--- src/rtl/execute_pipe_if.sv ---
// Issue/retire bundle between decode, the execute pipe and writeback.
// The execute pipe takes the slave view; the upstream/downstream side takes master.
interface execute_pipe_if #(
    parameter int DATA_W  = 32,
    parameter int SHAMT_W = 5,
    parameter int DEST_W  = 5
);
    logic               in_valid;
    logic               in_ready;
    logic [3:0]         opcode;
    logic [DATA_W-1:0]  src_a;
    logic [DATA_W-1:0]  src_b;
    logic [DATA_W-1:0]  imm;
    logic [SHAMT_W-1:0] shamt;
    logic [DEST_W-1:0]  dest;
    logic [DATA_W-1:0]  pc;

    logic               out_valid;
    logic               out_ready;
    logic [DATA_W-1:0]  wb_data;
    logic [DEST_W-1:0]  wb_dest;
    logic               wb_en;
    logic               br_taken;
    logic [DATA_W-1:0]  br_target;

    modport master (
        output in_valid, opcode, src_a, src_b, imm, shamt, dest, pc, out_ready,
        input  in_ready, out_valid, wb_data, wb_dest, wb_en, br_taken, br_target
    );

    modport slave (
        input  in_valid, opcode, src_a, src_b, imm, shamt, dest, pc, out_ready,
        output in_ready, out_valid, wb_data, wb_dest, wb_en, br_taken, br_target
    );
endinterface

--- src/rtl/execute_pipe.sv ---
// Single-issue execute stage: one-cycle ALU/branch ops, an iterative shift-add
// multiplier, and a halt state, all feeding one registered result slot.
module execute_pipe #(
    parameter int DATA_W  = 32,
    parameter int SHAMT_W = 5,
    parameter int DEST_W  = 5
) (
    input  logic          clock,
    input  logic          reset,
    execute_pipe_if.slave bus,
    output logic          halted,
    output logic          busy
);
    localparam logic [1:0] S_IDLE = 2'd0;
    localparam logic [1:0] S_MUL  = 2'd1;
    localparam logic [1:0] S_HALT = 2'd2;

    localparam logic [3:0] OP_ADD = 4'h1;
    localparam logic [3:0] OP_SUB = 4'h2;
    localparam logic [3:0] OP_LDI = 4'h3;
    localparam logic [3:0] OP_SHL = 4'h4;
    localparam logic [3:0] OP_SHR = 4'h5;
    localparam logic [3:0] OP_AND = 4'h6;
    localparam logic [3:0] OP_OR  = 4'h7;
    localparam logic [3:0] OP_XOR = 4'h8;
    localparam logic [3:0] OP_BR  = 4'h9;
    localparam logic [3:0] OP_BNE = 4'hA;
    localparam logic [3:0] OP_MOV = 4'hB;
    localparam logic [3:0] OP_ADI = 4'hC;
    localparam logic [3:0] OP_MUL = 4'hD;
    localparam logic [3:0] OP_HLT = 4'hE;

    localparam logic [SHAMT_W-1:0] CNT_LAST = SHAMT_W'(DATA_W - 1);

    typedef struct packed {
        logic [DATA_W-1:0] data;
        logic [DEST_W-1:0] dest;
        logic              wen;
        logic              br;
        logic [DATA_W-1:0] tgt;
    } result_t;

    logic [1:0]         state;
    logic               out_valid;
    result_t            out_q;
    result_t            alu_res;
    logic               in_ready;
    logic               accept;

    logic [DATA_W-1:0]  mul_acc;
    logic [DATA_W-1:0]  mul_mcand;
    logic [DATA_W-1:0]  mul_mplier;
    logic [SHAMT_W-1:0] mul_cnt;
    logic [DEST_W-1:0]  mul_dest;
    logic [DATA_W-1:0]  mul_sum;

    // Nothing can load the slot while a multiply runs, so it is always free
    // by the time the product is ready.
    assign in_ready = (state == S_IDLE) && (!out_valid || bus.out_ready);
    assign accept   = bus.in_valid && in_ready;
    assign mul_sum  = mul_acc + (mul_mplier[0] ? mul_mcand : '0);

    always_comb begin
        alu_res      = '0;
        alu_res.dest = bus.dest;
        alu_res.wen  = 1'b1;
        case (bus.opcode)
            OP_ADD:  alu_res.data = bus.src_a + bus.src_b;
            OP_SUB:  alu_res.data = bus.src_a - bus.src_b;
            OP_LDI:  alu_res.data = bus.imm;
            OP_SHL:  alu_res.data = bus.src_b << bus.shamt;
            OP_SHR:  alu_res.data = bus.src_b >> bus.shamt;
            OP_AND:  alu_res.data = bus.src_a & bus.src_b;
            OP_OR:   alu_res.data = bus.src_a | bus.src_b;
            OP_XOR:  alu_res.data = bus.src_a ^ bus.src_b;
            OP_MOV:  alu_res.data = bus.src_a;
            OP_ADI:  alu_res.data = bus.src_a + bus.imm;
            OP_BR: begin
                alu_res.wen = 1'b0;
                alu_res.br  = 1'b1;
                alu_res.tgt = bus.pc + bus.imm;
            end
            OP_BNE: begin
                alu_res.wen = 1'b0;
                alu_res.br  = (bus.src_a != bus.src_b);
                alu_res.tgt = bus.pc + bus.imm;
            end
            default: alu_res.wen = 1'b0;
        endcase
    end

    always_ff @(posedge clock or negedge reset) begin
        if (!reset) begin
            state      <= S_IDLE;
            out_valid  <= 1'b0;
            out_q      <= '0;
            mul_acc    <= '0;
            mul_mcand  <= '0;
            mul_mplier <= '0;
            mul_cnt    <= '0;
            mul_dest   <= '0;
        end else begin
            if (out_valid && bus.out_ready)
                out_valid <= 1'b0;
            case (state)
                S_IDLE: begin
                    if (accept) begin
                        case (bus.opcode)
                            OP_MUL: begin
                                state      <= S_MUL;
                                mul_acc    <= '0;
                                mul_mcand  <= bus.src_a;
                                mul_mplier <= bus.src_b;
                                mul_cnt    <= '0;
                                mul_dest   <= bus.dest;
                            end
                            OP_HLT:  state <= S_HALT;
                            default: begin
                                out_valid <= 1'b1;
                                out_q     <= alu_res;
                            end
                        endcase
                    end
                end
                S_MUL: begin
                    // One multiplier bit per cycle; the last bit lands straight in the slot.
                    mul_acc    <= mul_sum;
                    mul_mcand  <= mul_mcand << 1;
                    mul_mplier <= mul_mplier >> 1;
                    mul_cnt    <= mul_cnt + 1'b1;
                    if (mul_cnt == CNT_LAST) begin
                        state      <= S_IDLE;
                        out_valid  <= 1'b1;
                        out_q.data <= mul_sum;
                        out_q.dest <= mul_dest;
                        out_q.wen  <= 1'b1;
                        out_q.br   <= 1'b0;
                        out_q.tgt  <= '0;
                    end
                end
                default: ;
            endcase
        end
    end

    assign bus.in_ready  = in_ready;
    assign bus.out_valid = out_valid;
    assign bus.wb_data   = out_q.data;
    assign bus.wb_dest   = out_q.dest;
    assign bus.wb_en     = out_q.wen;
    assign bus.br_taken  = out_q.br;
    assign bus.br_target = out_q.tgt;
    assign busy          = (state == S_MUL);
    assign halted        = (state == S_HALT);
endmodule
--- src/flat_wrapper.sv ---
// flat-port wrapper written by rule: the top's interface ports become plain ports
module execute_pipe_flat 
#(
    parameter int DATA_W  = 32,
    parameter int SHAMT_W = 5,
    parameter int DEST_W  = 5
)
  (clock, reset, halted, busy, bus_in_valid, bus_opcode, bus_src_a, bus_src_b, bus_imm, bus_shamt, bus_dest, bus_pc, bus_out_ready, bus_in_ready, bus_out_valid, bus_wb_data, bus_wb_dest, bus_wb_en, bus_br_taken, bus_br_target);
  execute_pipe_if #(.DATA_W(DATA_W), .SHAMT_W(SHAMT_W), .DEST_W(DEST_W)) bus_i ();
  input  logic clock;
  input  logic reset;
  output logic halted;
  output logic busy;
  input wire logic [$bits(bus_i.in_valid)-1:0] bus_in_valid;
  input wire logic [$bits(bus_i.opcode)-1:0] bus_opcode;
  input wire logic [$bits(bus_i.src_a)-1:0] bus_src_a;
  input wire logic [$bits(bus_i.src_b)-1:0] bus_src_b;
  input wire logic [$bits(bus_i.imm)-1:0] bus_imm;
  input wire logic [$bits(bus_i.shamt)-1:0] bus_shamt;
  input wire logic [$bits(bus_i.dest)-1:0] bus_dest;
  input wire logic [$bits(bus_i.pc)-1:0] bus_pc;
  input wire logic [$bits(bus_i.out_ready)-1:0] bus_out_ready;
  output wire logic [$bits(bus_i.in_ready)-1:0] bus_in_ready;
  output wire logic [$bits(bus_i.out_valid)-1:0] bus_out_valid;
  output wire logic [$bits(bus_i.wb_data)-1:0] bus_wb_data;
  output wire logic [$bits(bus_i.wb_dest)-1:0] bus_wb_dest;
  output wire logic [$bits(bus_i.wb_en)-1:0] bus_wb_en;
  output wire logic [$bits(bus_i.br_taken)-1:0] bus_br_taken;
  output wire logic [$bits(bus_i.br_target)-1:0] bus_br_target;
  assign bus_i.in_valid = bus_in_valid;
  assign bus_i.opcode = bus_opcode;
  assign bus_i.src_a = bus_src_a;
  assign bus_i.src_b = bus_src_b;
  assign bus_i.imm = bus_imm;
  assign bus_i.shamt = bus_shamt;
  assign bus_i.dest = bus_dest;
  assign bus_i.pc = bus_pc;
  assign bus_i.out_ready = bus_out_ready;
  assign bus_in_ready = bus_i.in_ready;
  assign bus_out_valid = bus_i.out_valid;
  assign bus_wb_data = bus_i.wb_data;
  assign bus_wb_dest = bus_i.wb_dest;
  assign bus_wb_en = bus_i.wb_en;
  assign bus_br_taken = bus_i.br_taken;
  assign bus_br_target = bus_i.br_target;
  execute_pipe #(.DATA_W(DATA_W), .SHAMT_W(SHAMT_W), .DEST_W(DEST_W)) u_core (.clock(clock), .reset(reset), .bus(bus_i), .halted(halted), .busy(busy));
endmodule
--- config.mk ---
export PLATFORM = sky130hd
export DESIGN_NAME = execute_pipe_flat
export DESIGN_NICKNAME = d
export VERILOG_FILES = /design/src/rtl/execute_pipe_if.sv /design/src/rtl/execute_pipe.sv /design/src/flat_wrapper.sv
export SDC_FILE = /design/constraint.sdc
export NUM_CORES = 1
export LEC_CHECK = 0
export ABC_CLOCK_PERIOD_IN_PS = 3300
export CORE_AREA = 2 2 244 246
export CTS_CLUSTER_SIZE = 24
export DETAILED_ROUTE_END_ITERATION = 12
export DIE_AREA = 0 0 246 248
export MAX_ROUTING_LAYER = met4
export SETUP_SLACK_MARGIN = 0.4
export SLEW_MARGIN = 20
export SYNTH_ARGS = -nofsm -noshare
export SYNTH_HDL_FRONTEND = slang
export SYNTH_SLANG_ARGS = --single-unit
export TNS_END_PERCENT = 1
--- constraint.sdc ---
create_clock -name clock -period 3.3 [get_ports clock]
set_input_delay 0.66 -clock clock [delete_from_list [all_inputs] [get_ports clock]]
set_output_delay 0.66 -clock clock [all_outputs]
set_load 0.01 [all_outputs]
# Yosys cells after proc, flatten, opt, wreduce, memory -nomap -nowiden
# Cells that the tools add are included.
classes:
  n_addsub: 6
  n_mux: 29
  n_reduce_logical: 13
  n_bitwise: 3
  n_eq_ne: 23
  shifts: 2
ops:
  columns: ["op", "n"]
  rows:
  - ["$pmux 32 s10", 1]
  - ["$mux 32", 7]
  - ["$mux 71", 3]
  - ["$pmux 32 s2", 3]
  - ["$pmux 71 s2", 1]
  - ["$add 32x32->32", 4]
  - ["$pmux 33 s2", 1]
  - ["$and 32x32->32", 1]
  - ["$ne 32x32->1", 1]
  - ["$or 32x32->32", 1]
  - ["$shl 32x5->32", 1]
  - ["$shr 32x5->32", 1]
  - ["$sub 32x32->32", 1]
  - ["$xor 32x32->32", 1]
  - ["$eq 4x4->1 const B", 7]
  - ["$eq 4x3->1 const B", 4]
  - ["$mux 5", 2]
  - ["$pmux 5 s2", 1]
  - ["$reduce_or 10->1", 1]
  - ["$eq 4x2->1 const B", 2]
  - ["$pmux 2 s2", 2]
  - ["$reduce_and 4->1", 2]
  - ["$reduce_and 3->1", 2]
  - ["$add 5x1->5 const B", 1]
  - ["other kinds (16)", 25]
word_totals:
  word_cells: 88
  regBits: 180
  output_inout_bits: 75

# Depth between registers and ports, before layout
# Gate-level depths: netlist of the first run.
logic_depth:
  word_depth: 6
  depth_mapped: 17
  depth_no_buf: 15

# Least setup slack after synthesis of the first run
# OpenSTA, ideal clock, no wires.
synth_timing:
  path_type: "input-to-reg"
  from: "in bus_opcode[3]"
  to: "reg u_core.out_q (netlist bit u_core.bus.wb_data[29])"
  setup_time_ps: 126
  required_time_ps: 3174
  path_stages: 16
  slack_ps: -674
  t_arrival_ps: 3848
  path_cell_list: "buf_2 -> nand2_1 -> nor3_2 -> clkbuf_1 -> nand2_1 -> o21ai_0 -> ha_1 -> a211oi_1 -> o211ai_1 -> a21boi_2 -> a21oi_1 -> a211oi_2 -> o211ai_1 -> a221oi_1 -> mux2i_1 -> o32a_1"
synth_via:
  elab_chain_cells: 5
  elab_cells_between_ends: 19
synth_lines:
  columns: ["element", "line_no", "source"]
  rows:
  - ["start, declared", "flat_wrapper.sv:15", "input wire logic [$bits(bus_i.opcode)-1:0] bus_opcode;"]
  - ["$eq 4x4->1, or another cell as far along", "execute_pipe.sv:67", "case (bus.opcode)"]
  - ["$pmux 32 s10", "execute_pipe.sv:67", null]
  - ["$mux 71", "execute_pipe.sv:108", "case (bus.opcode)"]
  - ["$mux 71", "execute_pipe.sv:107", "if (accept) begin"]
  - ["$pmux 71 s2", "execute_pipe.sv:105", "case (state)"]
  - ["end signal, assigned", "execute_pipe.sv:120", "out_q <= alu_res;"]
  - ["end, declared", "execute_pipe.sv:45", "result_t out_q;"]
# Several ways; a longest one is shown, not always the timed one. The select of a mux whose other input is x is not followed.
# A chain may end at the register's enable or synchronous reset.

# Final worst setup path of the first run
layout_timing:
  from: "in bus_opcode[1]"
  to: "reg u_core.out_q (netlist bit u_core.bus.wb_data[31])"
# The elaborated chain is that of the path after synthesis.

==> impl_metrics.tcl, run 1 <==
set metrics [dict create \
    endpoint_kind "flip-flop" \
    rsz0062_at_grt "true" \
    routed_wl_um 108000 \
    ys_seq_area_share_pct 22.2 \
    drcViolationCount 0 \
    cp_top_family "compound AO/OA/AOI/OAI gates" \
    async_flop_share_pct 100 \
    timing.final.ws_setup_ps -134 \
    yosys.area.top_type_share_pct 22.2 \
    place_hpwl_um 89800 \
    crit_path_max_fanout 8 \
    antenna_found_initial 5 \
    slew_violations 0 \
    post_drt_via_cell_ratio 5.74 \
    grt_overflow_total 0 \
    syn-num-nets 2937 \
    die_area_sq_mm 0.0610 \
    critPathLaunchType "primary input" \
    timing.final.crit_share_pct 104 \
    grt_pass1_wl_um 157000 \
    status "finished, violations left" \
    drive_above_1_share_pct 33.2 \
    grt_pass1_vias 23931 \
    yosys_warnings 0 \
    violations "setup timing" \
    portBuffers 220 \
    maxCapViolCount 0 \
    row_count 89 \
    htree_levels 4 \
    min-delay-path-class "in -> async" \
    crit_start "bus_opcode[1]" \
    pre_cts_slack_ps -1270 \
    synth_top_area_cell "dfrtp_1" \
    path_class "in -> reg" \
    critical-path-max-stage-delay_ps 540 \
    critPathBufInv 4 \
    cts_root_buffer "clkbuf_16" \
    fin_skew_ps 23.2 \
    fmax_mhz 291 \
    vias 24433 \
    hold_violations 0 \
    ios 221 \
    nets 3818 \
    drt_iter0_markers 2332 \
    die_h_um 248 \
    core_area_sq_mm 0.0585 \
    reg2reg_to "u_core.bus.wb_data[31]$_DFFE_PN0P_" \
    crit_end "u_core.bus.wb_data[31]$_DFFE_PN0P_" \
    wl_per_cell_um 25.5 \
    cts_tree "yes" \
    r2r_start "u_core.mul_mplier[0]$_DFFE_PN0P_" \
    synth.distinct_cells 94 \
    cts_buffers 17 \
    layout_min_cycle_time_ps 3430 \
    final_cell_mix "buf_4, nand2_1, nor2_1" \
    grt_use_total_pct 36.1 \
    grt_max_degree 80 \
    insertion_delay_ps 510 \
    cp_slowest_cell "or4_1" \
    relSlewSlack_pct 47.9 \
    critical_path_depth 17 \
    p_per_area_mw_per_mm2 637 \
    ir_drop_uv 780 \
    area_growth_pct 53.2 \
    cts.clk_slew.worst_paths_ps 80 \
    synthFlopType "dfrtp_1" \
    worstPathCellList "buf_6, nor3_4, buf_12, buf_12, buf_4, nand2_1, o21ai_0, ha_1, a21oi_2, o21ai_2, a211oi_2, a21oi_4, a21oi_4, a21oi_2, or4_1, a311oi_2, a31oi_1" \
    tightest_slew_ps 782 \
    ant_nets 0 \
    p_leak_uw 0.0142 \
    die_w_um 246 \
    crit_required_ps 3670 \
    drtPass1Iterations 8 \
    r2r_slack_ps -120 \
    clockBufferDepth 2 \
    synth_cells 2590 \
    synth-seq-cells 180 \
    final_util_pct 53.1 \
    ys_top_cells_by_area "dfrtp_1, ha_1, nand2_1" \
    crit_arrival_ps 3810 \
    start_util_pct 34.7 \
    gp_congestion 1.10 \
    r2r_cells 13 \
    synth_edf_count 0 \
    clock_sinks 180 \
    syn_area_sq_mm 0.0203 \
    setup_viol 11 \
    final_common_cell "buf_4" \
    synth.avg_cell_area_sq_um 7.83 \
]
cell type report:
class | instances | area [sq um]
repair buffers | 1033 | 8670
clock inverters | 12 | 136
fillers | 5559 | 27400
flip-flops and latches | 180 | 4510
diodes | 4 | 10.0
well taps | 773 | 967
clock buffers | 19 | 453
multi-input cells | 2114 | 15800
inverters | 125 | 475
cell families after synthesis:
family / count (synthesis) / share of synthesized area (%)
flops: 180 / 22.2
buf+inv: 296 / 5.90
mux: 105 / 8.75
compound gates: 813 / 26.7
fa+ha+maj: 201 / 12.6
xor+xnor: 101 / 4.36
simple gates: 894 / 19.5
cell usage after synthesis (38+ instances only):
master    count
xnor2_1      73
mux2i_1      40
nand2_1     364
clkbuf_1    127
dfrtp_1     180
and2_1       40
a31oi_1     103
inv_1       121
mux4_2       56
o21ai_0     155
a21oi_1     172
a21o_1       46
ha_1        197
nand3_1      38
a22o_1       41
nor2_1      291
stage by stage:
step	TNS (ps)	cell area, sq um	total power, uW	hold slack [ps]	cells
after CTS	-379	30600	19400	206	4253
after detailed placement	-38830	29200	16600	462	4207
final	-670	31100	19800	182	4260
after floorplan	-2980	20500	10700	364	2590
after global placement	-36710	29200	16400	458	4207
after global routing	-2450	31100	21100	213	4260
flip-flops by register name (all words and copies together), names as in the netlist:
register              count
u_core.bus.wb_dest        5
u_core.mul_acc           32
u_core.state              2
u_core.mul_mcand         32
u_core.bus.br_taken       1
u_core.mul_cnt            5
u_core.bus.wb_data       32
u_core.bus.out_valid      1
u_core.mul_mplier        32
u_core.bus.br_target     32
u_core.mul_dest           5
u_core.bus.wb_en          1
where the power goes:
part | total (uW) | switching, uW | internal, uW
registers | 3890 | 696 | 3190
logic | 13700 | 7300 | 6390
clock network | 2200 | 1160 | 1050
routing by layer:
layer	share of wire [%]	wire length, um	vias up	GRT usage [%]
met4	3.6	3890	0	12.0
met5	0	0	-	-
li1	-	-	11249	-
met2	45	49200	1012	56.1
met1	45	48500	12008	48.5
met3	6.3	6870	164	4.60
how the worst min path moves through the flow:
stage	slack (ps)	endpoint	start	depth (start not counted)
finish	180	u_core.bus.br_target[5]$_DFFE_PN0P_	reset	1
global route	210	u_core.bus.br_target[1]$_DFFE_PN0P_	reset	1
CTS	210	u_core.bus.br_target[1]$_DFFE_PN0P_	reset	1
detailed placement	460	u_core.mul_dest[4]$_DFFE_PN0P_	u_core.mul_dest[4]$_DFFE_PN0P_	2
global placement	460	u_core.mul_dest[4]$_DFFE_PN0P_	u_core.mul_dest[4]$_DFFE_PN0P_	2
floorplan	360	u_core.bus.br_taken$_DFFE_PN0P_	reset	0
what timing repair did:
item,CTS,global route
setup endpoints to repair,69,66
resized for setup,229,102
pin swaps,91,73
gates cloned,1,0
hold buffers,0,0
setup buffers,14,3
(Power assumes the default switching activity.)
==> run 2, diff against run 1 <==
--- a/config.mk
+++ b/config.mk
@@ -6,14 +6,14 @@
 export NUM_CORES = 1
 export LEC_CHECK = 0
 export ABC_CLOCK_PERIOD_IN_PS = 3300
-export CORE_AREA = 2 2 244 246
+export CORE_AREA = 3 3 245 247
 export CTS_CLUSTER_SIZE = 24
 export DETAILED_ROUTE_END_ITERATION = 12
-export DIE_AREA = 0 0 246 248
+export DIE_AREA = 0 0 248 250
 export MAX_ROUTING_LAYER = met4
 export SETUP_SLACK_MARGIN = 0.4
 export SLEW_MARGIN = 20
 export SYNTH_ARGS = -nofsm -noshare
 export SYNTH_HDL_FRONTEND = slang
 export SYNTH_SLANG_ARGS = --single-unit
-export TNS_END_PERCENT = 1
+export TNS_END_PERCENT = 10
==> impl_metrics.tcl, run 2 (synthesis gave the netlist of run 1 again) <==
set metrics [dict create \
    relSlewSlack_pct 40.3 \
    hold_violations 0 \
    nets 3851 \
    grt_util_met2_pct 58.0 \
    grt_overflow_total 0 \
    p_per_area_mw_per_mm2 657 \
    drtPass1Iterations 6 \
    final_cell_mix "buf_4, nand2_1, nor2_1" \
    fin_skew_ps 20.4 \
    row_count 88 \
    clock_sinks 180 \
    violations "setup timing" \
    portBuffers 220 \
    ant_nets 0 \
    place_hpwl_um 93400 \
    vias 24876 \
    cp_slowest_cell "a221oi_2" \
    slew_violations 0 \
    layout.cells.non_filler 4282 \
    insertion_delay_ps 520 \
    rsz0062_at_grt "true" \
    drt_iter0_markers 2181 \
    critical-path-max-stage-delay_ps 310 \
    dp.cells 4185 \
    switching_share_pct 46.5 \
    min-delay-path-class "in -> async" \
    core_area_sq_mm 0.0578 \
    timing.final.ws_setup_ps -188 \
    routed_wl_um 114000 \
    layout_min_cycle_time_ps 3490 \
    ios 221 \
    cts_buffers 17 \
    grt_use_total_pct 37.2 \
    area_growth_pct 61.2 \
    seq_power_share_pct 18.2 \
    grt_pass1_vias 24163 \
    tightest_slew_ps 886 \
    grtUsageMet3_pct 4.13 \
    clockBufferDepth 2 \
    cts_root_buffer "clkbuf_16" \
    crit_arrival_ps 3880 \
    cts_tree "yes" \
    drcViolationCount 0 \
    crit_required_ps 3690 \
    htree_levels 4 \
    combPwrFrac_pct 71.5 \
    timing.final.crit_share_pct 106 \
    grtUsageMet1_pct 51.0 \
    die_h_um 250 \
    worstPathCellList "buf_8, nand2_4, nor3_4, buf_12, buf_12, buf_8, nand2_4, o21ai_4, ha_4, a211oi_4, o211ai_1, buf_4, a21boi_4, a21oi_4, a211oi_2, buf_4, o211ai_1, a221oi_2, mux2i_1, o32a_1" \
    fmax_mhz 287 \
    maxCapViolCount 0 \
    wl_per_cell_um 26.7 \
    cts.clk_slew.worst_paths_ps 80 \
    drive_above_1_share_pct 37.9 \
    die_area_sq_mm 0.0620 \
    die_w_um 248 \
    p_leak_uw 0.0146 \
    setup_viol 11 \
    antenna_found_initial 2 \
    status "finished, violations left" \
    intPower_uw 11500 \
    post_drt_via_cell_ratio 5.81 \
    ir_drop_uv 1100 \
    endpoint_kind "flip-flop" \
    start_util_pct 35.1 \
    filler_cell_count 5430 \
    crit_path_max_fanout 7 \
    final_common_cell "buf_4" \
    final_util_pct 56.5 \
    grt_max_degree 73 \
    path_class "in -> reg" \
    power.clock.fraction_pct 10.4 \
    p_sw_uw 9970 \
    gp_congestion 1.10 \
    busiest_layer "met2" \
    power_uw 21500 \
    critPathLaunchType "primary input" \
    grt_pass1_wl_um 165000 \
]
-- run 2: power groups by stage --
stage                     logic [uW]  registers, uW  clock network [uW]
after detailed placement       13000           3870                   0
final                          15300           3900                2220
after global routing           16400           3990                2340
after floorplan                 6810           3850                   0
after CTS                      14000           3860                2270
after global placement         12800           3830                   0
-- run 2: final timing paths --
kind | endpoint | from | cells past startpoint | slack [ps]
max | u_core.bus.wb_data[29]$_DFFE_PN0P_ | bus_opcode[3] | 20 | -190
min | u_core.bus.br_target[2]$_DFFE_PN0P_ | reset | 1 | 130
max reg2reg | u_core.bus.wb_data[29]$_DFFE_PN0P_ | u_core.mul_mplier[0]$_DFFE_PN0P_ | 15 | -80
min reg2reg | u_core.bus.wb_data[11]$_DFFE_PN0P_ | u_core.bus.wb_data[11]$_DFFE_PN0P_ | 2 | 480
max in group asynchronous | u_core.bus.wb_data[29]$_DFFE_PN0P_ | reset | 2 | 2290
min in group clock | u_core.bus.wb_data[11]$_DFFE_PN0P_ | u_core.bus.wb_data[11]$_DFFE_PN0P_ | 2 | 480
-- run 2: cell type report --
type | instances | area [sq um] | share of cell area (%)
diodes | 1 | 2.50 | 0.00766
clock buffers | 17 | 425 | 1.30
clock inverters | 14 | 166 | 0.509
inverters | 125 | 479 | 1.47
multi-input cells | 2114 | 17000 | 52.0
flip-flops and latches | 180 | 4510 | 13.8
well taps | 765 | 957 | 2.93
repair buffers | 1066 | 9130 | 28.0
-- run 2: per-stage QoR --
step	setup WS [ps]	TNS (ps)	area, sq um	hold slack [ps]
after floorplan	-348	-2820	20500	364
after global placement	-1470	-42600	29100	455
after detailed placement	-1460	-43010	29100	470
after CTS	-125	-340	31400	125
after global routing	-271	-2390	32700	146
final	-188	-1020	32700	126
-- run 2: what timing repair did --
item                                    4_1_cts  5_1_grt
resized for setup                           350      231
hold endpoints to repair                      0        0
hold buffers                                  0        0
cloned                                        2        0
endpoints found under the setup margin       72       68
setup buffers                                41       22
pin swaps                                   138      141
-- run 2: routing by layer --
| metal | share of wire (%) | up-vias |
|---|---|---|
| met5 | 0 | - |
| met4 | 3.2 | 0 |
| met3 | 6.3 | 171 |
| met2 | 46 | 1029 |
| met1 | 44 | 12373 |
| li1 | - | 11303 |
-- run 2: critical path, delay by kind of cell --
family / cells / cell delay (ps)
multiplexers: 1 / 100
buffers and inverters: 6 / 810
AND/OR/NAND/NOR: 3 / 310
adder cells (fa/ha/maj): 1 / 230
AO/OA/AOI/OAI: 9 / 1730
